===== src/rtl/mem_arb_pkg.sv =====
// Shared types and default widths for the two-requester memory arbiter.
package mem_arb_pkg;

  localparam int ADDR_WIDTH_DEF = 16;
  localparam int SIZE_BLOCK_DEF = 256;
  localparam int WORD_SIZE_DEF  = 32;

  // Arbiter FSM: one memory transaction in flight at a time.
  typedef enum logic [1:0] {
    IDLE  = 2'd0,
    ISSUE = 2'd1,
    WAIT  = 2'd2,
    RESP  = 2'd3
  } state_e;

  // Operation of the granted request; also the low bit of the ack index.
  typedef enum logic {
    OP_RD = 1'b0,
    OP_WR = 1'b1
  } op_e;

  // Within one requester a pending write is served before a pending read.
  function automatic op_e op_sel(input logic wr_rq);
    if (wr_rq) begin
      return OP_WR;
    end else begin
      return OP_RD;
    end
  endfunction

endpackage


===== src/rtl/module_mem_arb_pick.sv =====
// Grant selection between requester 0 and requester 1.
// Build option MEM_ARB_RR_EN: round-robin with a registered pointer that
// favours the requester that was not granted last. Without it, requester 1
// has fixed priority over requester 0 and no pointer exists.
module module_mem_arb_pick
  import mem_arb_pkg::*;
(
`ifdef MEM_ARB_RR_EN
  input  logic clk,
  input  logic rst,
  input  logic grant_en_i,
`endif
  input  logic req0_i,
  input  logic req1_i,
  output logic valid_o,
  output logic sel_o
);

`ifdef MEM_ARB_RR_EN
  logic ptr_q;  // 0 favours r0, 1 favours r1
  logic ptr_d;

  // Pick a requester on contention using the pointer, and advance it on a grant.
  always_comb begin
    valid_o = req0_i | req1_i;
    ptr_d   = ptr_q;
    if (req0_i && req1_i) begin
      sel_o = ptr_q;
    end else if (req1_i) begin
      sel_o = 1'b1;
    end else begin
      sel_o = 1'b0;
    end
    if (grant_en_i && valid_o) begin
      ptr_d = ~sel_o;
    end else begin
      ptr_d = ptr_q;
    end
  end

  // Round-robin pointer register; reset favours r0.
  always_ff @(posedge clk) begin
    if (rst) begin
      ptr_q <= 1'b0;
    end else begin
      ptr_q <= ptr_d;
    end
  end
`else
  // Fixed priority: r1 wins whenever it requests.
  always_comb begin
    valid_o = req0_i | req1_i;
    if (req1_i) begin
      sel_o = 1'b1;
    end else begin
      sel_o = 1'b0;
    end
  end
`endif

endmodule


===== src/rtl/module_mem_arbiter.sv =====
// Two-requester memory arbiter: block reads and word writes from r0/r1 are
// serialised onto one memory port, one transaction at a time.
// Build option MEM_ARB_RR_EN selects round-robin instead of r1-priority.
module module_mem_arbiter
  import mem_arb_pkg::*;
#(
  parameter int ADDR_WIDTH = ADDR_WIDTH_DEF,
  parameter int SIZE_BLOCK = SIZE_BLOCK_DEF,
  parameter int WORD_SIZE  = WORD_SIZE_DEF
) (
  input  logic                  clk,
  input  logic                  rst,
  input  logic                  r0_rd_rq,
  input  logic [ADDR_WIDTH-1:0] r0_rd_addr,
  output logic                  r0_rd_ack,
  output logic [SIZE_BLOCK-1:0] r0_rd_data,
  input  logic                  r0_wr_rq,
  input  logic [ADDR_WIDTH-1:0] r0_wr_addr,
  input  logic [WORD_SIZE-1:0]  r0_wr_data,
  output logic                  r0_wr_ack,
  input  logic                  r1_rd_rq,
  input  logic [ADDR_WIDTH-1:0] r1_rd_addr,
  output logic                  r1_rd_ack,
  output logic [SIZE_BLOCK-1:0] r1_rd_data,
  input  logic                  r1_wr_rq,
  input  logic [ADDR_WIDTH-1:0] r1_wr_addr,
  input  logic [WORD_SIZE-1:0]  r1_wr_data,
  output logic                  r1_wr_ack,
  output logic                  mem_rd_block_rq,
  output logic [ADDR_WIDTH-1:0] mem_rd_block_addr,
  input  logic                  mem_rd_block_ack,
  input  logic [SIZE_BLOCK-1:0] mem_rd_block_data,
  output logic                  mem_wr_bytes_rq,
  output logic [ADDR_WIDTH-1:0] mem_wr_bytes_addr,
  output logic [WORD_SIZE-1:0]  mem_wr_bytes_data,
  input  logic                  mem_wr_bytes_ack
);

  state_e                state_q, state_d;
  logic                  gnt_q, gnt_d;        // granted requester
  op_e                   op_q, op_d;
  logic [ADDR_WIDTH-1:0] addr_q, addr_d;
  logic [WORD_SIZE-1:0]  wdata_q, wdata_d;
  logic [SIZE_BLOCK-1:0] rdata_q, rdata_d;    // shared by both rd_data ports
  logic                  mem_rd_rq_q, mem_rd_rq_d;
  logic                  mem_wr_rq_q, mem_wr_rq_d;
  logic [3:0]            ack_q, ack_d;        // {r1_wr, r1_rd, r0_wr, r0_rd}
  logic                  pick_valid;
  logic                  pick_sel;
  logic                  sel_wr;

  module_mem_arb_pick u_pick (
`ifdef MEM_ARB_RR_EN
    .clk        (clk),
    .rst        (rst),
    .grant_en_i (state_q == IDLE),
`endif
    .req0_i     (r0_rd_rq | r0_wr_rq),
    .req1_i     (r1_rd_rq | r1_wr_rq),
    .valid_o    (pick_valid),
    .sel_o      (pick_sel)
  );

  // Next-state and next-output logic; outputs are computed one state ahead so
  // that the registered request/ack pulses line up with ISSUE/RESP.
  always_comb begin
    state_d     = state_q;
    gnt_d       = gnt_q;
    op_d        = op_q;
    addr_d      = addr_q;
    wdata_d     = wdata_q;
    rdata_d     = rdata_q;
    mem_rd_rq_d = 1'b0;
    mem_wr_rq_d = 1'b0;
    ack_d       = 4'b0000;
    sel_wr      = 1'b0;
    case (state_q)
      IDLE: begin
        if (pick_valid) begin
          gnt_d = pick_sel;
          if (pick_sel) begin
            sel_wr = r1_wr_rq;
            addr_d = r1_wr_rq ? r1_wr_addr : r1_rd_addr;
            wdata_d = r1_wr_rq ? r1_wr_data : wdata_q;
          end else begin
            sel_wr = r0_wr_rq;
            addr_d = r0_wr_rq ? r0_wr_addr : r0_rd_addr;
            wdata_d = r0_wr_rq ? r0_wr_data : wdata_q;
          end
          op_d        = op_sel(sel_wr);
          mem_rd_rq_d = (op_d == OP_RD);
          mem_wr_rq_d = (op_d == OP_WR);
          state_d     = ISSUE;
        end else begin
          state_d = IDLE;
        end
      end
      ISSUE: begin
        state_d = WAIT;
      end
      WAIT: begin
        if (((op_q == OP_RD) && mem_rd_block_ack) ||
            ((op_q == OP_WR) && mem_wr_bytes_ack)) begin
          if (op_q == OP_RD) begin
            rdata_d = mem_rd_block_data;
          end else begin
            rdata_d = rdata_q;
          end
          ack_d   = 4'b0001 << {gnt_q, op_q};
          state_d = RESP;
        end else begin
          state_d = WAIT;
        end
      end
      RESP: begin
        state_d = IDLE;
      end
      default: begin
        state_d = IDLE;
      end
    endcase
  end

  // State and output registers; reset aborts any transaction without an ack.
  always_ff @(posedge clk) begin
    if (rst) begin
      state_q     <= IDLE;
      gnt_q       <= 1'b0;
      op_q        <= OP_RD;
      addr_q      <= {ADDR_WIDTH{1'b0}};
      wdata_q     <= {WORD_SIZE{1'b0}};
      rdata_q     <= {SIZE_BLOCK{1'b0}};
      mem_rd_rq_q <= 1'b0;
      mem_wr_rq_q <= 1'b0;
      ack_q       <= 4'b0000;
    end else begin
      state_q     <= state_d;
      gnt_q       <= gnt_d;
      op_q        <= op_d;
      addr_q      <= addr_d;
      wdata_q     <= wdata_d;
      rdata_q     <= rdata_d;
      mem_rd_rq_q <= mem_rd_rq_d;
      mem_wr_rq_q <= mem_wr_rq_d;
      ack_q       <= ack_d;
    end
  end

  assign r0_rd_ack         = ack_q[0];
  assign r0_wr_ack         = ack_q[1];
  assign r1_rd_ack         = ack_q[2];
  assign r1_wr_ack         = ack_q[3];
  assign r0_rd_data        = rdata_q;
  assign r1_rd_data        = rdata_q;
  assign mem_rd_block_rq   = mem_rd_rq_q;
  assign mem_rd_block_addr = addr_q;
  assign mem_wr_bytes_rq   = mem_wr_rq_q;
  assign mem_wr_bytes_addr = addr_q;
  assign mem_wr_bytes_data = wdata_q;

endmodule


===== config.mk =====
export PLATFORM = sky130hd
export DESIGN_NAME = module_mem_arbiter
export DESIGN_NICKNAME = d
export VERILOG_FILES = /design/src/rtl/mem_arb_pkg.sv /design/src/rtl/module_mem_arb_pick.sv /design/src/rtl/module_mem_arbiter.sv
export SDC_FILE = /design/constraint.sdc
export NUM_CORES = 1
export LEC_CHECK = 0
export CAP_MARGIN = 5
export CELL_PAD_IN_SITES_DETAIL_PLACEMENT = 2
export CELL_PAD_IN_SITES_GLOBAL_PLACEMENT = 2
export CORE_AREA = 2 2 382 384
export DETAILED_ROUTE_END_ITERATION = 8
export DIE_AREA = 0 0 384 386
export DONT_BUFFER_PORTS = 1
export GPL_ROUTABILITY_DRIVEN = 0
export PLACE_DENSITY_LB_ADDON = 0.15
export SYNTH_ARGS = -nofsm -noshare
export SYNTH_HDL_FRONTEND = slang
export SYNTH_SLANG_ARGS = --single-unit

===== constraint.sdc =====
create_clock -name clk -period 1.7 [get_ports clk]
set_input_delay 0.34 -clock clk [delete_from_list [all_inputs] [get_ports clk]]
set_output_delay 0.34 -clock clk [all_outputs]
set_load 0.02 [all_outputs]

**After elaboration in Yosys (flattened, before gate mapping)**

Index checks and enable logic that the tools add are counted.

- Register bits: 314
- Bits of input ports: 392
- Output and inout bits: 582

- Eq/ne operators: 4
- Shift operators: 1
- Mux-type cells: 16
- Bitwise gates (word level): 9
- Reduce and logical (&&, ||, !) cells: 10

Operator list:

| operator | count |
|---|---|
| $mux 32 | 3 |
| $mux 16 | 3 |
| $mux 1 | 9 |
| $pmux 2 s4 | 1 |
| $not 1->1 | 6 |
| $reduce_or 3->1 | 2 |
| $eq 2x2->1 const B | 2 |
| $reduce_and 4->1 | 1 |
| $shl 1x2->4 const A | 1 |
| $or 1x1->1 | 3 |
| $reduce_and 3->1 | 1 |
| $eq 2x1->1 const B | 1 |
| $logic_and 1x1->1 | 2 |
| $logic_not 2->1 | 1 |
| $ne 2x2->1 const B | 1 |
| $reduce_and 2->1 | 1 |
| $reduce_bool 2->1 | 1 |
| $logic_or 1x1->1 | 1 |

**Longest topological paths before layout**

Gate-level depths: netlist of the first run.

- Depth in word-level cells: 9
- Depth in mapped cells: 8

**Hierarchy**

Synthesis of the first run repeated with hierarchy kept, for this count alone.

- Cell total of the unflattened synthesis: 1668
- Area total of the unflattened synthesis: 13750.7 um^2

By module, submodules not included:

| module | times used | cells each | area an instance (um^2) | seq. area each (um^2) |
|---|---|---|---|---|
| module_mem_arbiter | 1 | 1666 | 13736.9 | 6286.0 |
| module_mem_arb_pick | 1 | 2 | 13.8 | 0.0 |

**Worst setup path before layout of the first run**

OpenSTA, ideal clock, no wires.

- Path type: input-to-reg
- From: input port r1_wr_rq
- To: register op_q
- Library setup time: 0.071 ns
- Arrival time: 1.477 ns
- Path slack: 0.152 ns
- Stages on the path: 5
- Path buffers: 2
- Path through: buf_6 > or4_4 > a21oi_4 > buf_6 > o2bb2ai_1

- Word-level cells in the longest chain between the ends: 8
- Elaborated cells on any way between the ends: 10

Ends and longest elaborated chain:

| what | RTL line | text |
|---|---|---|
| start: declaration | module_mem_arbiter.sv:25 | `input logic r1_wr_rq,` |
| $or 1x1->1 | module_mem_arbiter.sv:59 | `.req1_i (r1_rd_rq \| r1_wr_rq),` |
| $mux 1 | module_mem_arb_pick.sv:53 | `if (req1_i) begin` |
| $mux 1 | module_mem_arbiter.sv:81 | `if (pick_sel) begin` |
| $mux 1 | module_mem_arbiter.sv:79 | `if (pick_valid) begin` |
| $mux 1 | module_mem_arbiter.sv:77 | `case (state_q)` |
| $mux 1 | mem_arb_pkg.sv:24 | `if (wr_rq) begin` |
| $mux 1 | module_mem_arbiter.sv:79 |  |
| $mux 1 | module_mem_arbiter.sv:77 |  |
| end signal: assignment | module_mem_arbiter.sv:139 | `op_q <= op_d;` |
| end: declaration | module_mem_arbiter.sv:41 | `op_e op_q, op_d;` |

Parallel ways exist; a longest one is shown, timed or not. The select of a mux whose other input is x is not followed.
A chain may end at the register's enable or synchronous reset.

**Worst setup path in the final report of the first run**

- From: register state_q[0]
- To: register rdata_q[105], in the netlist r0_rd_data[105]

- Word-level cells in the longest chain between the ends: 2

Ends and longest elaborated chain:

| what | RTL line | text |
|---|---|---|
| start: declaration | module_mem_arbiter.sv:39 | `state_e state_q, state_d;` |
| start signal: assignment | module_mem_arbiter.sv:137 | `state_q <= state_d;` |
| $eq 2x2->1 | module_mem_arbiter.sv:77 |  |
| $reduce_and 3->1 (no line) | n/a |  |
| end signal: assignment | module_mem_arbiter.sv:132 | `rdata_q <= {SIZE_BLOCK{1'b0}};` |
| end signal: assignment | module_mem_arbiter.sv:142 | `rdata_q <= rdata_d;` |
| end: declaration | module_mem_arbiter.sv:44 | `logic [SIZE_BLOCK-1:0] rdata_q, rdata_d;` |

Every way passes these cells.

==> qor.csv, run 1 <==
metric,value,unit
status,"complete, but fails checks",
violations,"hold timing, slew limit",
ios,974,
layout_commonest_cell,nand2_1,
viasPerCell,3.29,
cap_viol_max_count,0,
core_area,0.145,mm^2
nets,2245,
setup_violations,0,
antenna_found_initial,5,
drt_first_iter_violations,265,
clk_latency,600,ps
initial_utilization,9.70,%
drt-pass1-iter-count,4,
die-area,0.148,mm^2
synth_cell_types,35,
period_needed,1670,ps
async_flop_share,0,%
htree_levels,2,
ant_nets,0,
netlist.area_leader.share,44.8,%
ys_seq_area_share,44.8,%
netlist_area,0.0140,mm^2
clk_path_buf_depth,3,
cp-end-kind,flop,
tns,0,ps
io_buffers,0,
layout_common_cells,"nand2_1 (546), dlygate4sd3_1 (294), dfxtp_1 (272)",
cts_tree,built,
cellPowerDensity,955,mW/mm^2
die_w,384,um
synth_top_flop_cell,dfxtp_1,
syn_area_per_cell,7.98,um^2
maxSlewViolCount,130,
hold_class,in2reg,
final_util,14.1,%
syn_to_final_growth,45.2,%
synth_edf_count,0,
dp.cells,3402,
nFillCells,16821,
grt-ovfl-total,0,
cts_made_buffers,47,
grt_pass1_vias,13590,
die_y,386,um
via_count,12508,
hold_viol,44,
ff2ff_setup_slack,30,ps
wl_per_cell,20.4,um
route.detailed.drc,0,
grt_usage,9.30,%
grt_pass1_wl,100000,um
syn_nets,2152,
fmax,0.600,GHz
hpwl,54000,um
critPathArrivalTime,2060,ps
finalClockSkew,23.1,ps
grt_max_degree,298,
slew_headroom,-33.9,%
place_ws,-69.2,ps
num_rows,140,
yosysTopAreaCell,dfxtp_1,
layout.cells.non_filler,3803,
crit_type,reg2reg,
drive_above_1_share,14.5,%
worstPathRequired,2100,ps
hold_ws,-153,ps
synthCells,1757,
wl,77500,um
crit_path_max_fanout,10,
cts_sinks,314,
synth_area_leaders,"dfxtp_1 (45%), buf_4 (15%), nand2_1 (15%), a21oi_1 (9.2%), clkbuf_1 (2.5%)",
path_clk_slew,50,ps
root_buffer,clkbuf_16,
finalCritPeriodShare,98.1,%
synth_seq_cells,314,
start_kind,flop,
worst_slack,32.6,ps
rsz0062_at_grt,yes,
leakage,0.00675,uW
worstMarginPinSlew,2010,ps
peakVddDrop,0.000629,V
ys_warn_count,0,
## layer usage
layer	part of all wire (%)	track usage, %	routed length [um]
met4	3.9	4.01	3060
met5	0.017	0	13
met2	50	16.5	38700
met3	9.8	4.18	7620
met1	36	9.36	28000
## stage by stage
step | hold WS, ps | power, uW | instance area, um^2
2_1_floorplan | 426 | 9230 | 14000
3_3_place_gp | 436 | 9470 | 15300
3_5_place_dp | 450 | 9490 | 15300
4_1_cts | -237 | 20000 | 19600
5_1_grt | -225 | 20600 | 20300
6_report | -153 | 19400 | 20400
## path summary, 6_finish.rpt
kind,from,endpoint,depth (start not counted)
worst max-delay path,state_q[0],r0_rd_data[105],8
worst min register to register,r0_rd_data[60],r0_rd_data[60],2
worst min-delay path,rst,r0_rd_data[250],1
worst max register to register,state_q[0],r0_rd_data[105],8
## state kept, by name (all words and copies together), names as in the netlist
name and count:
r0_rd_data 256, mem_wr_bytes_data 32, mem_rd_block_rq 1, gnt_q 1, mem_wr_bytes_rq 1, op_q 1, state_q 2, ack_q 4
mem_rd_block_addr 16
## worst max-delay path, cell delays in order (launching register included)
cell and delay (ps):
dfxtp_1 300, inv_1 100, ha_2 210, nand3b_1 150, buf_12 190, clkbuf_16 180
clkbuf_16 180, nand2_1 70, a21oi_1 60
## power by group
| group | leakage (uW) | switching, uW | total [uW] | internal, uW |
|---|---|---|---|---|
| Sequential | 0.00256 | 663 | 8260 | 7600 |
| Clock | 0.000711 | 3860 | 9430 | 5580 |
| Combinational | 0.00347 | 755 | 1750 | 997 |
| Total | 0.00675 | 5280 | 19400 | 14200 |
## what timing repair did
item,4_1_cts,5_1_grt
pin swaps,0,5
buffers inserted,0,6
gates resized for setup,43,37
hold buffers,287,7
endpoints found under the hold margin,314,153
cloned,0,17
endpoints found under the setup margin,71,204
## synth_stat cells, types with 2 or more instances
master       n
nand2_1    546
dfxtp_1    314
buf_4      273
a21oi_1    257
clkbuf_1    94
inv_1       36
nor3b_1     33
a2111oi_0   32
a211oi_1    32
mux2i_1     32
o21a_1      32
buf_2       17
a32o_1      16
buf_1       12
nor2_1       5
ha_1         3
buf_6        2
nand3b_1     2
nor2b_1      2
nor3_1       2
## cell type report
class                   count  area (um^2)  share of cell area (%)
diodes                      5         12.5                  0.0615
clock buffers              72         1390                    6.84
clock inverters             8         57.6                   0.283
inverters                  37          139                   0.682
multi-input cells        1008         5090                    25.0
flip-flops and latches    314         6340                    31.2
well taps                1917         2400                    11.8
repair buffers            442         4920                    24.2
## kinds of logic after synthesis
family	share of synthesized area (%)
buffers and inverters	19.2
AND/OR/NAND/NOR	17.1
adder cells (fa/ha/maj)	0.268
AO/OA/AOI/OAI	16.2
flip-flops	44.8
multiplexers	2.37
(Power assumes the default switching activity.)
==> run 2: changes to the inputs <==
--- a/config.mk
+++ b/config.mk
@@ -8,12 +8,13 @@
 export CAP_MARGIN = 5
 export CELL_PAD_IN_SITES_DETAIL_PLACEMENT = 2
 export CELL_PAD_IN_SITES_GLOBAL_PLACEMENT = 2
-export CORE_AREA = 2 2 382 384
+export CORE_AREA = 2 2 378 380
 export DETAILED_ROUTE_END_ITERATION = 8
-export DIE_AREA = 0 0 384 386
+export DIE_AREA = 0 0 380 382
 export DONT_BUFFER_PORTS = 1
 export GPL_ROUTABILITY_DRIVEN = 0
-export PLACE_DENSITY_LB_ADDON = 0.15
+export PLACE_DENSITY = 0.41
 export SYNTH_ARGS = -nofsm -noshare
 export SYNTH_HDL_FRONTEND = slang
+export SYNTH_HIERARCHICAL = 1
 export SYNTH_SLANG_ARGS = --single-unit
==> qor.csv, run 2 <==
metric,value,unit
status,"complete, but fails checks",
violations,hold timing,
drt_first_iter_violations,389,
syn_area_per_cell,8.24,um^2
wl_per_cell,20.4,um
start_kind,flop,
crit_path_max_fanout,3,
io_buffers,0,
ios,974,
route.detailed.drc,0,
ys_seq_area_share,45.7,%
power,19500,uW
grt_pass1_wl,103000,um
clk_path_buf_depth,3,
grt_usage,9.79,%
nets,2179,
slew_headroom,40.5,%
hold_viol,27,
layout_commonest_cell,nand2_1,
place_ws,-159,ps
switching_share,27.1,%
hpwl,54600,um
cellPowerDensity,971,mW/mm^2
peakVddDrop,0.000561,V
cts_sinks,314,
htree_levels,2,
critPathArrivalTime,1300,ps
syn_to_final_growth,46.0,%
crit_type,reg2out,
root_buffer,clkbuf_16,
seqPwrFrac,42.5,%
yosysMostFrequentCell,nand2_1,
clk_latency,590,ps
dp.cells,3301,
netlist_area,0.0138,mm^2
yosysTopAreaCell,dfxtp_1,
viasPerCell,3.27,
core_area,0.141,mm^2
layout.cells.non_filler,3710,
wl,75700,um
ff2ff_setup_slack,80,ps
cts_made_buffers,43,
maxSlewViolCount,0,
ant_nets,0,
cap_viol_max_count,0,
die_y,382,um
grt-ovfl-total,0,
hold_ws,-116,ps
grt_pass1_vias,13216,
netlist.area_leader.share,45.7,%
die-area,0.145,mm^2
path_clk_slew,60,ps
cp-end-kind,primary output,
ys_top_cells_by_count,"nand2_1 (519), dfxtp_1 (314), a21oi_1 (291)",
largest_reg_flops,256,
rsz0062_at_grt,yes,
hold_class,in2reg,
nFillCells,16464,
num_rows,138,
multi_input_area,0.00500,mm^2
dpl_cell_area,0.0149,mm^2
clockPowerShare,48.2,%
drt-pass1-iter-count,4,
tns,0,ps
async_flop_share,0,%
finalClockSkew,9.90,ps
switching_power,5290,uW
antenna_found_initial,5,
cts_tree,built,
finalCritPeriodShare,96.3,%
period_needed,1640,ps
leakage,0.00683,uW
syn_nets,2063,
setup_violations,0,
layout_common_cells,"nand2_1 (514), dlygate4sd3_1 (310), a21oi_1 (286)",
drive_above_1_share,18.6,%
worstPathRequired,1360,ps
synth_area_leaders,"dfxtp_1 (46%), buf_4 (15%), nand2_1 (14%), a21oi_1 (11%), mux2i_1 (4.7%)",
fmax,0.611,GHz
synthCells,1668,
die_w,380,um
finalInstanceArea,0.0201,mm^2
via_count,12132,
synth_edf_count,0,
worst_slack,62.6,ps
grt_max_degree,314,
register_area,0.00636,mm^2
comb_power_share,9.4,%
synth_seq_cells,314,
synth_top_flop_cell,dfxtp_1,
internal_power,14200,uW
synth_cell_types,27,
initial_utilization,9.76,%
ys_warn_count,6,
worstMarginPinSlew,892,ps
-- run 2: cell count changes after synthesis, sizes merged, moves of 27 or more --
cell / change
mux2i: +32
clkbuf: -28
nor3b: -32
inv: -33
o21a: -32
a21oi: +33
a2111oi: -32
nand2: -27
-- run 2: final timing paths --
check                                            start  cells past startpoint               to
worst max-delay path                   r0_rd_data[150]                      0  r1_rd_data[150]
worst min-delay path            mem_rd_block_data[253]                      2  r0_rd_data[253]
worst max register to register                    op_q                      5       state_q[0]
worst min register to register                   gnt_q                      1         ack_q[1]
-- run 2: final cells by class --
cell class              count  area share (%)
clock buffers              62            6.26
flip-flops and latches    314            31.7
multi-input cells         963            24.9
diodes                      1          0.0125
clock inverters            18           0.960
inverters                   3          0.0561
well taps                1890            11.8
repair buffers            459            24.3
-- run 2: power by group through the flow --
stage	combinational [uW]	sequential (uW)	clock, uW
global placement	1070	8440	0
global route	1980	8310	10200
finish	1820	8290	9390
CTS	1810	8290	9910
floorplan	1210	8150	0
detailed placement	1120	8440	0
-- run 2: kinds of logic after synthesis --
kind of cell             synth area share, %
flip-flops                              45.7
adder cells (fa/ha/maj)                0.273
AND/OR/NAND/NOR                         15.9
AO/OA/AOI/OAI                           14.4
multiplexers                            4.85
buffers and inverters                   18.8
-- run 2: per-layer routing --
layer  track usage (%)  vias up  share of wire [%]
met5                 0        -              0.017
met4              2.84        2                2.4
met3              4.18       77                9.2
met2              16.9      588                 49
met1              10.9     6032                 39
li1                  -     5433                  -
-- run 2: per-stage QoR --
step | util, % | hold WS (ps)
CTS | 14.1 | -211
global route | 14.3 | -189
global placement | 10.6 | 459
detailed placement | 10.6 | 457
finish | 14.3 | -116
floorplan | - | 426
-- run 2: repair_timing --
action | in CTS | in global routing
hold endpoints to repair | 314 | 166
gates cloned | 7 | 4
gates resized for setup | 75 | 24
pin swaps | 4 | 9
endpoints found under the setup margin | 246 | 164
hold buffers | 309 | 1
buffers inserted | 5 | 2
==> run 3: changes to the inputs <==
--- a/config.mk
+++ b/config.mk
@@ -8,9 +8,10 @@
 export CAP_MARGIN = 5
 export CELL_PAD_IN_SITES_DETAIL_PLACEMENT = 2
 export CELL_PAD_IN_SITES_GLOBAL_PLACEMENT = 2
-export CORE_AREA = 2 2 378 380
+export CORE_AREA = 2 2 380 382
+export CTS_CLUSTER_SIZE = 16
 export DETAILED_ROUTE_END_ITERATION = 8
-export DIE_AREA = 0 0 380 382
+export DIE_AREA = 0 0 382 384
 export DONT_BUFFER_PORTS = 1
 export GPL_ROUTABILITY_DRIVEN = 0
 export PLACE_DENSITY = 0.41
==> qor.csv, run 3 (synthesis results as in run 2) <==
metric,value,unit
grt_pass1_vias,13212,
io_buffers,0,
layout.cells.non_filler,3720,
nFillCells,16484,
htree_levels,2,
start_kind,flop,
initial_utilization,9.63,%
endpoint,r1_rd_data[46],
worst_slack,66.8,ps
period_needed,1630,ps
cap_viol_max_count,0,
drt_first_iter_violations,262,
clk_path_buf_depth,3,
crit_path_max_fanout,3,
dp.cells,3306,
r2r-end,r0_rd_data[88],
hold_ws,-151,ps
num_rows,139,
drt-pass1-iter-count,4,
tns,0,ps
multi_input_area,0.00501,mm^2
rsz0062_at_grt,yes,
hold_class,in2reg,
largest_reg_flops,256,
cp-end-kind,primary output,
fmax,0.612,GHz
finalClockSkew,12.6,ps
status,"complete, but fails checks",
critPathArrivalTime,1290,ps
hold_viol,48,
path_clk_slew,60,ps
cts_made_buffers,42,
register_area,0.00635,mm^2
wl,75600,um
root_buffer,clkbuf_16,
layout_commonest_cell,nand2_1,
grt_usage,9.59,%
drive_above_1_share,19.1,%
maxSlewViolCount,0,
core_area,0.143,mm^2
die_w,382,um
finalCritPeriodShare,96.1,%
syn_to_final_growth,48.0,%
grt_pass1_wl,102000,um
slew_headroom,41.9,%
violations,hold timing,
hpwl,51600,um
die-area,0.147,mm^2
cts_tree,built,
r2r_cells,8,
clk_latency,580,ps
layout_common_cells,"nand2_1 (516), dlygate4sd3_1 (291), a21oi_1 (282)",
crit_cells,0,
cellPowerDensity,957,mW/mm^2
antenna_found_initial,6,
ff2ff_setup_slack,70,ps
dpl_cell_area,0.0149,mm^2
route.detailed.drc,0,
ant_nets,0,
finalInstanceArea,0.0203,mm^2
nets,2175,
viasPerCell,3.25,
worstSetupStartpoint,r0_rd_data[46],
peakVddDrop,0.000542,V
die_y,384,um
leakage,0.00691,uW
grt_max_degree,314,
worstPathRequired,1360,ps
cts_sinks,314,
wl_per_cell,20.3,um
place_ws,-163,ps
grt-ovfl-total,0,
via_count,12099,
hp-start,rst,
crit_type,reg2out,
setup_violations,0,
worstReg2RegStart,state_q[0],
worstMarginPinSlew,872,ps
ios,974,
==> run 3: changes by cell type in the layout (fill, tap and decap cells not counted), sizes merged <==
| cell | delta |
|---|---|
| clkinv | +3 |
| diode | +2 |
| clkinvlp | -1 |
| dlygate4sd3 | -19 |
| inv | -4 |
| clkbuf | +3 |
| buf | +12 |
| bufinv | +1 |
==> run 3: power breakdown <==
group	total (uW)	switching, uW	internal, uW
Combinational	1870	842	1030
Clock	9310	3660	5660
Sequential	8280	682	7600
==> run 3: final cells by class <==
| cell class | instances | share of cell area, % |
|---|---|---|
| Tap cell | 1903 | 11.7 |
| Clock inverter | 17 | 0.959 |
| Antenna cell | 3 | 0.0369 |
| Multi-Input combinational cell | 963 | 24.6 |
| Inverter | 3 | 0.0677 |
| Sequential cell | 314 | 31.2 |
| Clock buffer | 61 | 6.08 |
| Timing Repair Buffer | 456 | 25.3 |
==> run 3: worst min path at each step <==
| stage | to | slack, ps | cells past startpoint |
|---|---|---|---|
| 2_1_floorplan | ack_q[1] | 430 | 1 |
| 3_3_place_gp | r0_rd_data[134] | 440 | 1 |
| 3_5_place_dp | r0_rd_data[127] | 450 | 1 |
| 4_1_cts | r0_rd_data[119] | -220 | 1 |
| 5_1_grt | r0_rd_data[88] | -200 | 1 |
| 6_report | r0_rd_data[88] | -150 | 1 |
==> run 3: through the flow <==
step | util, % | power (uW)
after global placement | 10.5 | 9520
final | 14.2 | 19500
after floorplan | - | 9360
after CTS | 13.9 | 19900
after detailed placement | 10.5 | 9580
after global routing | 14.2 | 20400
==> run 3: timing repair <==
| item | in CTS | in global routing |
|---|---|---|
| setup endpoints to repair | 307 | 182 |
| cloned | 14 | 8 |
| setup buffers | 14 | 7 |
| hold buffers | 284 | 7 |
| endpoints found under the hold margin | 285 | 132 |
| pin swaps | 2 | 4 |
| resized for setup | 75 | 36 |
==> run 3: metal layers <==
layer / vias up / global-route usage, % / share of wire, %
met1: 5959 / 10.3 / 39
met4: 2 / 3.18 / 2.8
met5: - / 0 / 0.017
met2: 602 / 17.2 / 50
li1: 5440 / - / -
met3: 96 / 3.62 / 8.4
==> edit 1 (settings of run 3) <==
Re-encode `state_e` (4 states) as one-hot, 4 bits wide.
--- a/src/rtl/mem_arb_pkg.sv
+++ b/src/rtl/mem_arb_pkg.sv
@@ -8,7 +8,7 @@
   // Arbiter FSM: one memory transaction in flight at a time.
-  typedef enum logic [1:0] {
-    IDLE  = 2'd0,
-    ISSUE = 2'd1,
-    WAIT  = 2'd2,
-    RESP  = 2'd3
+  typedef enum logic [3:0] {
+    IDLE  = 4'b0001,
+    ISSUE = 4'b0010,
+    WAIT  = 4'b0100,
+    RESP  = 4'b1000
   } state_e;
Check against the original RTL: same outputs for any inputs over 4 cycles, from zero or initial values and one cycle with rst high; so few cycles prove little.
==> edit 1 against run 3 <==
- sequential cell count increased by 2
- non-clock buffer count increased by 37
- utilization rose by 0.84 points
- the flow finishes with violations (max-slew violations, negative setup slack)
- die area unchanged
- worst setup slack got worse by 0.23 ns
- sequential share of layout area is 1.7 points lower
- fmax decreased by 12%
- critical path type is now flip-flop to flip-flop
- power rose by 3.6%
- wire length is 8.9% higher
- via count up 15%
- final area grew 5.9%
- synthesized area up 9.6%
==> edit 1: results (changes against run 3) <==
status finished, violations left (unchanged); clk root buf clkbuf_16 (unchanged); fin worst setup slack -0.1662 ns (was 0.06676 ns); CTS H-tree depth 2 (unchanged); TritonRoute pass-1 iters 4 (unchanged); pre-CTS WS -0.2480 ns (was -0.1628 ns); placed insts 3420 (was 3306); via count 13906 (was 12099); wire length of the first global-routing pass 111.2 mm (was 101.7 mm); placed cell area 0.01636 sq mm (was 0.01495 sq mm); synthesized instance count 1789 (was 1668); Final Max Slew Viols 59 (was 0); FF-to-FF Start state_q[1] (was state_q[0]); delay-heaviest family, CP buffers and inverters; Synth async-reset ratio 0% (unchanged); placed wire-length estimate 55.26 mm (was 51.58 mm); CP Max Fanout 21 (was 3); Iter 0 DRT Violations 368 (was 262); sw frac 27.37% (was 26.62%); Crit path arrival time 2.28 ns (was 1.29 ns); met1 Usage GRT 10.53% (was 10.34%); gr usage total 10.29% (was 9.592%); # port buffers 0 (unchanged); final setup vio count 144 (was 0); GR Layer Usage met2 18.55% (was 17.15%); largest net degree at the start of global routing 343 (was 314); Worst Setup EP r0_rd_data[99] (was r1_rd_data[46]); total CTS buffers 43 (was 42); crit path from state_q[1] (was r0_rd_data[46]); Synth top cells by count 316 x dfxtp_1, 291 x o21ai_0, 273 x buf_4 (was 519 x nand2_1, 314 x dfxtp_1, 291 x a21oi_1); FF-to-FF path depth 6 (was 8); register area share after synthesis 41.98% (was 45.71%); GR Layer Usage met3 4.095% (was 3.616%); Fillers 16470 (was 16484); vias per cell 3.635 (was 3.252); vias in the first global route 15479 (was 13212); failing checks max-slew violations, negative setup slack (was negative hold slack); share of cells above drive strength 1 19.15% (was 19.13%); leading post-synthesis cells by cell area dfxtp_1 42%, buf_4 14%, o21ai_0 9.7% (was dfxtp_1 46%, buf_4 15%, nand2_1 14%); WL final 82.36 mm (was 75.65 mm); Leakage 7.487 nW (was 6.912 nW); initial antenna violation count 9 (was 6); Slew headroom -8.897% (was 41.89%); fin nets 2276 (was 2175); clk_lat worst skew 0.60 ns (was 0.58 ns); net count after synthesis 2181 (was 2063); yosys warns 6 (unchanged); worst hold path type input port to flip-flop (unchanged); Peak supply drop 0.5730 mV (was 0.5424 mV); flip-flop count of the largest register after layout 256 (unchanged); Clock Skew 0.01808 ns (was 0.01257 ns); Unique masters post-synth 29 (was 27); Post-Route Setup TNS -6.789 ns (was 0 ns); Layout area overhead 43.01% (was 47.95%)
-- edit 1: power by group through the flow --
stage,clock [W],combinational (W),sequential (W)
after floorplan,0,0.00137,0.00807
after global placement,0,0.00171,0.00820
after detailed placement,0,0.00177,0.00820
after CTS,0.00990,0.00260,0.00805
after global routing,0.0102,0.00287,0.00806
final,0.00946,0.00267,0.00804
-- edit 1: layout make-up --
class / instances / share of cell area, %
tap: 1903 / 11.05
inverter: 1 / 0.01742
clock buffer: 69 / 6.108
timing repair buffer: 493 / 24.52
clock inverter: 8 / 0.5516
multi-input combinational: 1029 / 28.16
antenna: 7 / 0.08128
sequential: 316 / 29.51
-- edit 1: layer usage --
layer | up-vias | share of wire [%]
met5 | - | 0.041
met1 | 6914 | 37
li1 | 6174 | -
met3 | 137 | 8.6
met4 | 6 | 3.8
met2 | 675 | 51
-- edit 1: worst min-delay path by stage --
stage | from | end | slack, ns | cells past startpoint
floorplan | gnt_q | ack_q[1] | 0.44 | 1
global placement | r0_rd_data[59] | r0_rd_data[59] | 0.47 | 2
detailed placement | rst | op_q | 0.48 | 1
CTS | rst | op_q | -0.20 | 1
global route | rst | r0_rd_data[31] | -0.005 | 1
finish | mem_rd_block_data[218] | r0_rd_data[218] | 0.06 | 3
-- edit 1: repair_timing --
item	4_1_cts	5_1_grt
buffers inserted	8	4
endpoints found under the setup margin	275	266
endpoints found under the hold margin	289	62
cloned	9	10
hold buffers	289	3
resized for setup	66	188
pin swaps	5	2
-- edit 1: cell families after synthesis --
logic type	Yosys count	synth area share, %
buffers and inverters	444	18.52
flip-flops	316	41.98
AND/OR/NAND/NOR	364	12.49
AO/OA/AOI/OAI	551	18.32
multiplexers	114	8.693
==> edit 2 (settings of run 3) <==
Without the edit above. Set the package constant `ADDR_WIDTH_DEF` to 18 (it was 16).
--- a/src/rtl/mem_arb_pkg.sv
+++ b/src/rtl/mem_arb_pkg.sv
@@ -3,3 +3,3 @@
 
-  localparam int ADDR_WIDTH_DEF = 16;
+  localparam int ADDR_WIDTH_DEF = 18;
   localparam int SIZE_BLOCK_DEF = 256;
Ports: changed (6 resized); port bits go from 974 to 986. No check against the original RTL was run, so the function may have changed too.
==> edit 2 against run 3 <==
- the flow still finishes with violations (negative hold slack)
- combinational power down 4%
- worst setup slack lost 0.035 ns
- sequential cell count grew 2
- utilization shrank 0.27 points
- synthesized cell count grew 0.72%
- wire length decreased by 6.9%
- final area down 1.9%
- critical endpoint is now r0_rd_data[201]
- synthesized area grew 0.90%
- sequential share of layout area rose by 0.72 points
- power rose by 0.72%
- largest power group unchanged
- largest cell class unchanged
==> edit 2: results (changes against run 3) <==
leading post-synthesis cells by cell area dfxtp_1 46%, buf_4 15%, nand2_1 14% (unchanged); Fillers 16574 (was 16484); delay-heaviest family, CP buffers and inverters; placed wire-length estimate 50.74 mm (was 51.58 mm); register area share after synthesis 45.59% (was 45.71%); top sig layer met4 (was met5); vias in the first global route 13273 (was 13212); status finished, violations left (unchanged); share of cells above drive strength 1 15.77% (was 19.13%); antenna cells 0 (was 3); met2 WL 34.89 mm (was 38.07 mm); yosys warns 6 (unchanged); CP Class flip-flop to flip-flop (was flip-flop to primary output); Layout Cells excl Fill 3717 (was 3720); CP Max Fanout 27 (was 3); DR WL/cell 18.94 um (was 20.34 um); GR Layer Usage met3 3.308% (was 3.616%); r2r setup slk 0.03 ns (was 0.07 ns); Leakage 6.722 nW (was 6.912 nW); largest net degree at the start of global routing 316 (was 314); Clock Skew 0.01115 ns (was 0.01257 ns); Metal-1 WL 27.40 mm (was 29.13 mm); Final Hold Viols 8 (was 48); # port buffers 0 (unchanged); fin nets 2189 (was 2175); Slew headroom 32.71% (was 41.89%); clk_lat worst skew 0.59 ns; Synth top cells by count 519 x nand2_1, 316 x dfxtp_1, 291 x a21oi_1 (was 519 x nand2_1, 314 x dfxtp_1, 291 x a21oi_1); met1 Usage GRT 9.909% (was 10.34%); gr usage total 8.845% (was 9.592%); Peak supply drop 0.5457 mV (was 0.5424 mV); total CTS buffers 44 (was 42); placed cell area 0.01484 sq mm (was 0.01495 sq mm); Crit-path slowest cell dfxtp_1; crit path from state_q[0] (was r0_rd_data[46]); GR Layer Usage met2 15.43% (was 17.15%); Crit path arrival time 2.14 ns (was 1.29 ns); met3 wire length 6.119 mm (was 6.336 mm); switching power total 0.005151 W (was 0.005181 W); wire length of the first global-routing pass 95.75 mm (was 101.7 mm); Syn Area/Cell 8.259 sq um (was 8.244 sq um); TritonRoute pass-1 iters 4 (unchanged); net count after synthesis 2083 (was 2063); placed insts 3304 (was 3306); via count 12112 (was 12099); worst r2r dst r0_rd_data[201] (was r0_rd_data[88]); Iter 0 DRT Violations 249 (was 262); minimum hold slack -0.09366 ns (was -0.1509 ns); failing checks negative hold slack (unchanged)
edit 2: how the worst min path moves through the flow:
stage | from | end | slack, ns | cells after the start
2_1_floorplan | gnt_q | ack_q[1] | 0.43 | 1
3_3_place_gp | r0_rd_data[180] | r0_rd_data[180] | 0.45 | 2
3_5_place_dp | rst | mem_wr_bytes_data[12] | 0.45 | 1
4_1_cts | rst | mem_wr_bytes_data[7] | -0.20 | 1
5_1_grt | rst | mem_wr_bytes_data[12] | -0.16 | 1
6_report | rst | mem_wr_bytes_data[10] | -0.09 | 1
edit 2: final cells by class:
class                           instances  area share, %
Inverter                                3        0.05642
Tap cell                             1903          11.93
Sequential cell                       316          31.95
Clock buffer                           63          6.632
Multi-Input combinational cell        971          25.31
Clock inverter                         11         0.7021
Timing Repair Buffer                  450          23.41
edit 2: kinds of logic after synthesis:
logic type | count (synthesis) | synth area share (%)
simple gates | 556 | 15.85
buf+inv | 394 | 18.74
compound gates | 341 | 14.45
flops | 316 | 45.59
mux | 70 | 5.095
fa+ha+maj | 3 | 0.2706
edit 2: power by group through the flow:
stage                     registers [W]  logic [W]  clock network [W]
after floorplan                 0.00822    0.00123                  0
after global placement          0.00852    0.00101                  0
after detailed placement        0.00852    0.00108                  0
after CTS                       0.00836    0.00177            0.00992
after global routing            0.00839    0.00195             0.0102
final                           0.00836    0.00179            0.00945
edit 2: metrics by stage:
step                      util [%]  worst slack (ns)
after floorplan                  -           -0.3258
after CTS                    13.82          0.004311
after global routing         13.98          -0.04442
final                        13.98           0.03205
after detailed placement     10.39           -0.2046
after global placement       10.39           -0.1307
edit 2: what timing repair did:
item	in CTS	in global routing
buffers inserted	2	4
cloned	3	5
hold buffers	323	2
endpoints found under the hold margin	313	80
setup endpoints to repair	210	105
pin swaps	3	1
resized for setup	51	18
